==> src/rtl/poly_mul_host_seq.sv <==
// Host sequencer for the schoolbook multiplier wrapper: streams A/B into the
// wrapper memory, pulses start, waits for done, then streams C back out.
module poly_mul_host_seq #(
    parameter int N_COEF  = 64,
    parameter int DATA_W  = 16,
    parameter int ADDR_W  = 7,
    parameter int TIMEOUT = 4096
) (
    input  logic              clk,
    input  logic              reset,
    input  logic [DATA_W-1:0] in_data,
    input  logic              in_valid,
    output logic              in_ready,
    output logic [DATA_W-1:0] out_data,
    output logic              out_valid,
    input  logic              out_ready,
    output logic              out_last,
    output logic [ADDR_W-1:0] mem_address,
    output logic [DATA_W-1:0] mem_wdata,
    output logic              mem_we,
    input  logic [DATA_W-1:0] mem_rdata,
    output logic              mul_start,
    input  logic              mul_done,
    output logic              busy,
    output logic              timeout_err
);

    typedef enum logic [2:0] {IDLE, LOAD, START, WAIT, UNLOAD} state_t;

    localparam int                LAST     = 2 * N_COEF - 1;
    localparam logic [ADDR_W-1:0] LAST_IDX = ADDR_W'(LAST);
    localparam int                CNT_W    = (TIMEOUT > 1) ? $clog2(TIMEOUT) : 1;
    localparam logic [CNT_W-1:0]  CNT_LAST = CNT_W'((TIMEOUT > 0) ? TIMEOUT - 1 : 0);

    state_t              state_q, state_d;
    logic [ADDR_W-1:0]   ld_idx_q, ld_idx_d;
    logic [ADDR_W-1:0]   rd_idx_q, rd_idx_d;
    logic [CNT_W-1:0]    wait_cnt_q, wait_cnt_d;
    logic [DATA_W-1:0]   out_data_q, out_data_d;
    logic                out_valid_q, out_valid_d;
    logic                out_last_q, out_last_d;
    logic                rd_done_q, rd_done_d;
    logic                timeout_err_q, timeout_err_d;

    always_ff @(posedge clk or posedge reset) begin
        if (reset) begin
            state_q       <= IDLE;
            ld_idx_q      <= '0;
            rd_idx_q      <= '0;
            wait_cnt_q    <= '0;
            out_data_q    <= '0;
            out_valid_q   <= 1'b0;
            out_last_q    <= 1'b0;
            rd_done_q     <= 1'b0;
            timeout_err_q <= 1'b0;
        end else begin
            state_q       <= state_d;
            ld_idx_q      <= ld_idx_d;
            rd_idx_q      <= rd_idx_d;
            wait_cnt_q    <= wait_cnt_d;
            out_data_q    <= out_data_d;
            out_valid_q   <= out_valid_d;
            out_last_q    <= out_last_d;
            rd_done_q     <= rd_done_d;
            timeout_err_q <= timeout_err_d;
        end
    end

    always_comb begin
        state_d       = state_q;
        ld_idx_d      = ld_idx_q;
        rd_idx_d      = rd_idx_q;
        wait_cnt_d    = wait_cnt_q;
        out_data_d    = out_data_q;
        out_valid_d   = out_valid_q;
        out_last_d    = out_last_q;
        rd_done_d     = rd_done_q;
        timeout_err_d = timeout_err_q;
        in_ready      = 1'b0;
        mem_we        = 1'b0;
        mem_address   = '0;
        mem_wdata     = '0;
        mul_start     = 1'b0;

        case (state_q)
            IDLE: begin
                if (in_valid) state_d = LOAD;
            end
            LOAD: begin
                in_ready    = 1'b1;
                mem_we      = in_valid;
                mem_address = ld_idx_q;
                mem_wdata   = in_data;
                if (in_valid) begin
                    timeout_err_d = 1'b0;
                    if (ld_idx_q == LAST_IDX) begin
                        ld_idx_d = '0;
                        state_d  = START;
                    end else begin
                        ld_idx_d = ld_idx_q + ADDR_W'(1);
                    end
                end
            end
            START: begin
                mul_start  = 1'b1;
                wait_cnt_d = '0;
                state_d    = WAIT;
            end
            WAIT: begin
                if (mul_done) begin
                    state_d = UNLOAD;
                end else if (TIMEOUT != 0 && wait_cnt_q == CNT_LAST) begin
                    timeout_err_d = 1'b1;
                    state_d       = IDLE;
                end else begin
                    wait_cnt_d = wait_cnt_q + CNT_W'(1);
                end
            end
            UNLOAD: begin
                mem_address = rd_idx_q;
                if (out_valid_q && out_ready) out_valid_d = 1'b0;
                // rd_done_q stops capture once C[LAST] is held, since rd_idx cannot pass LAST
                if (!rd_done_q && (!out_valid_q || out_ready)) begin
                    out_data_d  = mem_rdata;
                    out_valid_d = 1'b1;
                    out_last_d  = (rd_idx_q == LAST_IDX);
                    if (rd_idx_q == LAST_IDX) rd_done_d = 1'b1;
                    else                      rd_idx_d  = rd_idx_q + ADDR_W'(1);
                end
                if (out_valid_q && out_ready && out_last_q) begin
                    out_valid_d = 1'b0;
                    out_last_d  = 1'b0;
                    rd_done_d   = 1'b0;
                    rd_idx_d    = '0;
                    state_d     = IDLE;
                end
            end
            default: state_d = IDLE;
        endcase
    end

    assign out_data    = out_data_q;
    assign out_valid   = out_valid_q;
    assign out_last    = out_last_q;
    assign busy        = (state_q != IDLE);
    assign timeout_err = timeout_err_q;

endmodule

==> config.mk <==
export PLATFORM = sky130hd
export DESIGN_NAME = poly_mul_host_seq
export DESIGN_NICKNAME = d
export VERILOG_FILES = /design/src/rtl/poly_mul_host_seq.sv
export SDC_FILE = /design/constraint.sdc
export NUM_CORES = 1
export LEC_CHECK = 0
export BUFFER_PORTS_ARGS = -buffer_cell sky130_fd_sc_hd__buf_2
export CORE_MARGIN = 2
export CORE_UTILIZATION = 55
export CTS_BUF_LIST = sky130_fd_sc_hd__clkbuf_16
export DETAILED_ROUTE_END_ITERATION = 8
export PLACE_DENSITY_LB_ADDON = 0.12
export SLEW_MARGIN = 20
export SYNTH_ARGS = -nofsm -noshare
export SYNTH_HDL_FRONTEND = slang
export SYNTH_SLANG_ARGS = --single-unit
==> constraint.sdc <==
create_clock -name clk -period 4.4 [get_ports clk]
set_input_delay 0.44 -clock clk [delete_from_list [all_inputs] [get_ports clk]]
set_output_delay 0.44 -clock clk [all_outputs]
set_load 0.02 [all_outputs]
; ---- Yosys cells after proc, flatten, opt, wreduce, memory -nomap -nowiden
; Cells that the tools add are included.
[totals]
word_cells = 81
regBits = 49
[op_classes]
n_eq_ne = 16
mux = 31
addsub = 3
reduce_logical = 22
[ops]
columns = operator, n
row1 = 7-bit two-way mux, 4
row2 = 12-bit two-way mux, 2
row3 = 12-bit case mux with 2 select lines, 1
row4 = 3-bit two-way mux, 6
row5 = 16-bit two-way mux, 1
row6 = 3-bit case mux with 5 select lines, 1
row7 = 7-bit by 1-bit adder with 7-bit output (second input constant), 2
row8 = 7-bit == test (second input constant), 2
row9 = 1-bit two-way mux, 14
row10 = 2-bit inequality test (second input constant), 7
row11 = 7-bit case mux with 2 select lines, 1
row12 = 12-bit by 1-bit adder with 12-bit output (second input constant), 1
row13 = 12-bit == test (second input constant), 1
row14 = 3-bit AND reduction, 3
row15 = 2-bit AND reduction, 4
row16 = 2-bit nonzero test, 4
row17 = 3-bit by 2-bit == test with 1-bit output (second input constant), 2
row18 = 3-bit nonzero test, 2
row19 = 5-bit AND reduction, 1
row20 = 4-bit AND reduction, 1
row21 = 3-bit by 1-bit == test with 1-bit output (second input constant), 1
row22 = 3-bit == test (second input constant), 1
row23 = 1-bit logical AND, 3
row24 = 3-bit zero test, 1
row25 = 5 further kinds, 6

; ---- Depth between registers and ports, before layout
[logic_depth]
ltp_word = 5
depth_mapped = 7
depth_no_buf = 5

; ---- Least setup slack after synthesis
; No wires, ideal clock.
[synth_timing]
path_type = register -> output
from = register state_q[1]
to = output mem_address[2]
path_buffers = 2
path_stages_with_launch = 6
slack_ps = 2449
t_required_ps = 3960
arrival_ps = 1511
path_cell_list = dfrtp_1 buf_6 nor3b_2 clkbuf_1 nand2_1 o21ai_0
[synth_via]
elab_chain_len = 2
elab_cells_between_ends = 3
classes_between = eq/ne: 2 / mux: 1
[synth_lines]
columns = element, line_no
row1 = start: declaration, 35  ; state_t state_q, state_d;
row2 = start signal: assignment, 57  ; state_q <= state_d;
row3 = 3-bit == test or 3-bit by 1-bit == test with 1-bit output (tied branches), 85  ; case (state_q)
row4 = 7-bit case mux with 2 select lines (*), 85
row5 = end: declaration, 18  ; output logic [ADDR_W-1:0] mem_address,
; Mark *: on every way between the ends. The rest lies on a longest branch, timed or not.

; ---- Final worst setup path
[layout_timing]
from = register state_q[0]
to = output mem_we
[layout_via]
elab_chain_len = 2
[layout_lines]
columns = element, line_no
row1 = 3-bit by 1-bit == test with 1-bit output, 85
row2 = 1-bit two-way mux, 85
row3 = end: declaration, 20  ; output logic mem_we,
; No other way between the ends.

==> impl_metrics.yaml <==
synthesis:
  synth_nets: 332
  synth_top_flop_cell: "dfrtp_1"
  synth.distinct_cells: 50
  synthCells: 292
  ys_seq_elements: 49
  async_flop_share: 1.00
  synth-edff-count: 0
  syn-mean-instance-area_um2: 8.98
  ys_warn_count: 0
  ys_seq_area_frac: 0.468
  netlist_area_um2: 2620
worst_setup_path:
  reg2reg_depth: 4
  rr_endpoint: "rd_idx_q[5]"
  r2r-start: "state_q[0]"
  cp.arrival_ns: 2.28
  endpoint_kind: "output pin"
  critical_path_class: "flop to output pin"
  cp.required_ns: 3.96
  worstSetupStartpointType: "flop"
  worstPathMaxFanout: 25
  cp-startpoint: "state_q[0]"
  regToRegSetupSlack_ns: 2.07
sta:
  max_freq_mhz: 368
  layout_min_cycle_time_ns: 2.72
  slew_headroom: 0.454
  setup_tns_ns: 0
  tightestPinTransition_ns: 0.818
  hold_viol_final: 0
  slew_violations: 0
  setup_viol: 0
  fin_crit_sh: 0.618
  rsz0062_at_grt: "false"
  setup_slack_ns: 1.68
  clock_skew_ns: 0.00530
place:
  place.gp.congestion: 0.874
  pre_cts_slack_ns: 1.69
  io_buffers: 82
  hpwlAfterDp_um: 4010
  dpl_cell_area_um2: 3040
global_routing:
  antenna_found_initial: 0
  grt_pass1_wl_um: 9330
  grt_pass1_vias: 2065
  gr-usage-all-layers: 0.219
  grt_max_degree: 50
  grt_overflow: 0
cts:
  clock_latency_ns: 0.29
  cts.path.max_buffers: 2
  h-tree-depth: 2
  holdBufCountCts: 0
  cts.clk_slew.worst_paths_ns: 0.07
  cts_setup_buffers: 0
  cts-resized-gates: 0
  cts_root_buf: "clkbuf_16"
  cts.sinks: 49
  cts_inserted_buffers: 5
  cts_tree: "yes"
floorplan:
  io_pins: 83
  start_util: 0.563
  die_h_um: 73.1
  dieArea_um2: 5340
  rows: 25
  core_um2: 4660
  die_w_um: 73.1
status:
  status: "finished, final reports clean"
routing:
  post_drt_wl_per_cell_um: 13.7
  drc: 0
  viasPerCell: 5.57
  antenna_left: 0
  routed_wl_um: 5820
  drt_pass1_iterations: 4
  first_iter_violations: 148
  vias: 2367
cells_and_area:
  multiInputGateArea_um2: 1280
  syn_to_final_growth_pct: 23.6
  stdcell_area_um2: 3240
  drive_gt1_frac: 0.270
  regArea_um2: 1230
  final_common_cell: "buf_2"
  diodes: 0
  n_fill_cell: 391
  nNetsFinal: 410
  layout_common_cells: "82 x buf_2, 66 x nand2_1, 49 x dfrtp_1"
power_and_ir_drop:
  p_leak_uw: 0.00165
  peakVddDrop_uv: 252
  p_per_area_nw_per_um2: 371
flow_run:
  max_cap_viol_count: 0
min_path:
  hold_path.class: "input port to asynchronous set/reset pin"
[worst max path at each step]
stage	end	depth (start not counted)
after floorplan	mem_address[2]	5
after global placement	mem_we	4
after detailed placement	mem_we	4
after CTS	mem_we	4
after global routing	mem_we	4
final	mem_we	4
[worst max-delay path, cell delays in order, from the launching register on]
cell	delay, ns
dfrtp_1	0.61
nor3b_4	0.70
nand2_1	0.31
inv_2	0.19
buf_2	0.18
[kinds of logic (layout without fill, tap and decap cells)]
| group | Yosys count | after routing | synth area share |
|---|---|---|---|
| AO/OA/AOI/OAI | 55 | 55 | 0.149 |
| adder cells (fa/ha/maj) | 3 | 3 | 0.0143 |
| multiplexers | 7 | 7 | 0.0272 |
| XOR/XNOR | 4 | 4 | 0.0134 |
| flip-flops | 49 | 49 | 0.468 |
| buffers and inverters | 26 | 105 | 0.0448 |
| AND/OR/NAND/NOR | 148 | 148 | 0.284 |
[synth_stat cells, types with 2 or more instances]
cell	instances	area, um^2
o31a_1	3	26.3
o22ai_1	2	12.5
nand4_1	5	31.3
inv_1	14	52.6
a21oi_1	9	45.0
and4_1	2	17.5
o2bb2ai_1	2	17.5
a22o_1	7	61.3
ha_1	3	37.5
nor4_1	4	25.0
nand3_1	19	95.1
buf_2	4	20.0
a31o_2	2	17.5
buf_4	2	15.0
a211oi_1	2	15.0
and3_1	7	43.8
mux2i_1	6	60.1
clkbuf_1	4	15.0
and2_1	16	100
o31ai_1	2	15.0
nor3_1	4	20.0
nand2b_1	5	31.3
o21ai_1	3	15.0
nor2_1	9	33.8
o211ai_1	4	30.0
or4_1	2	15.0
dfrtp_1	49	1230
nand2_1	66	248
a31oi_1	7	43.8
xnor2_1	4	35.0
o21ai_0	5	25.0
[where the power goes]
group          switching [uW]  internal, uW  total (uW)
registers                40.2           478         518
logic                     106          83.3         189
clock network             167           328         494
[metrics by stage]
step / hold WS, ns / std cells / util / power (uW)
floorplan: 0.467 / 292 / - / 646
CTS: 0.336 / 425 / 0.694 / 1210
detailed placement: 0.457 / 417 / 0.652 / 715
finish: 0.281 / 425 / 0.695 / 1200
global placement: 0.451 / 417 / 0.652 / 713
global route: 0.348 / 425 / 0.695 / 1240
[state kept, by name, indices dropped and copies added, names as in the netlist]
signal / cells
out_data: 16
wait_cnt_q: 12
ld_idx_q: 7
rd_idx_q: 7
state_q: 3
out_last: 1
out_valid: 1
rd_done_q: 1
timeout_err: 1
[cell type report]
cell class | count | area share
Sequential cell | 49 | 0.378
Clock inverter | 3 | 0.0212
Timing Repair Buffer | 82 | 0.127
Clock buffer | 5 | 0.0386
Tap cell | 54 | 0.0208
Multi-Input combinational cell | 217 | 0.397
Inverter | 15 | 0.0178
[routing by layer]
| metal | vias up | GRT usage | share of wire |
|---|---|---|---|
| met5 | - | 0 | 0 |
| met1 | 1102 | 0.304 | 0.47 |
| li1 | 1187 | - | - |
| met4 | 0 | 0.0700 | 0.010 |
| met3 | 5 | 0.0387 | 0.053 |
| met2 | 73 | 0.347 | 0.46 |
Note: power is estimated with default switching activity, not from simulation.
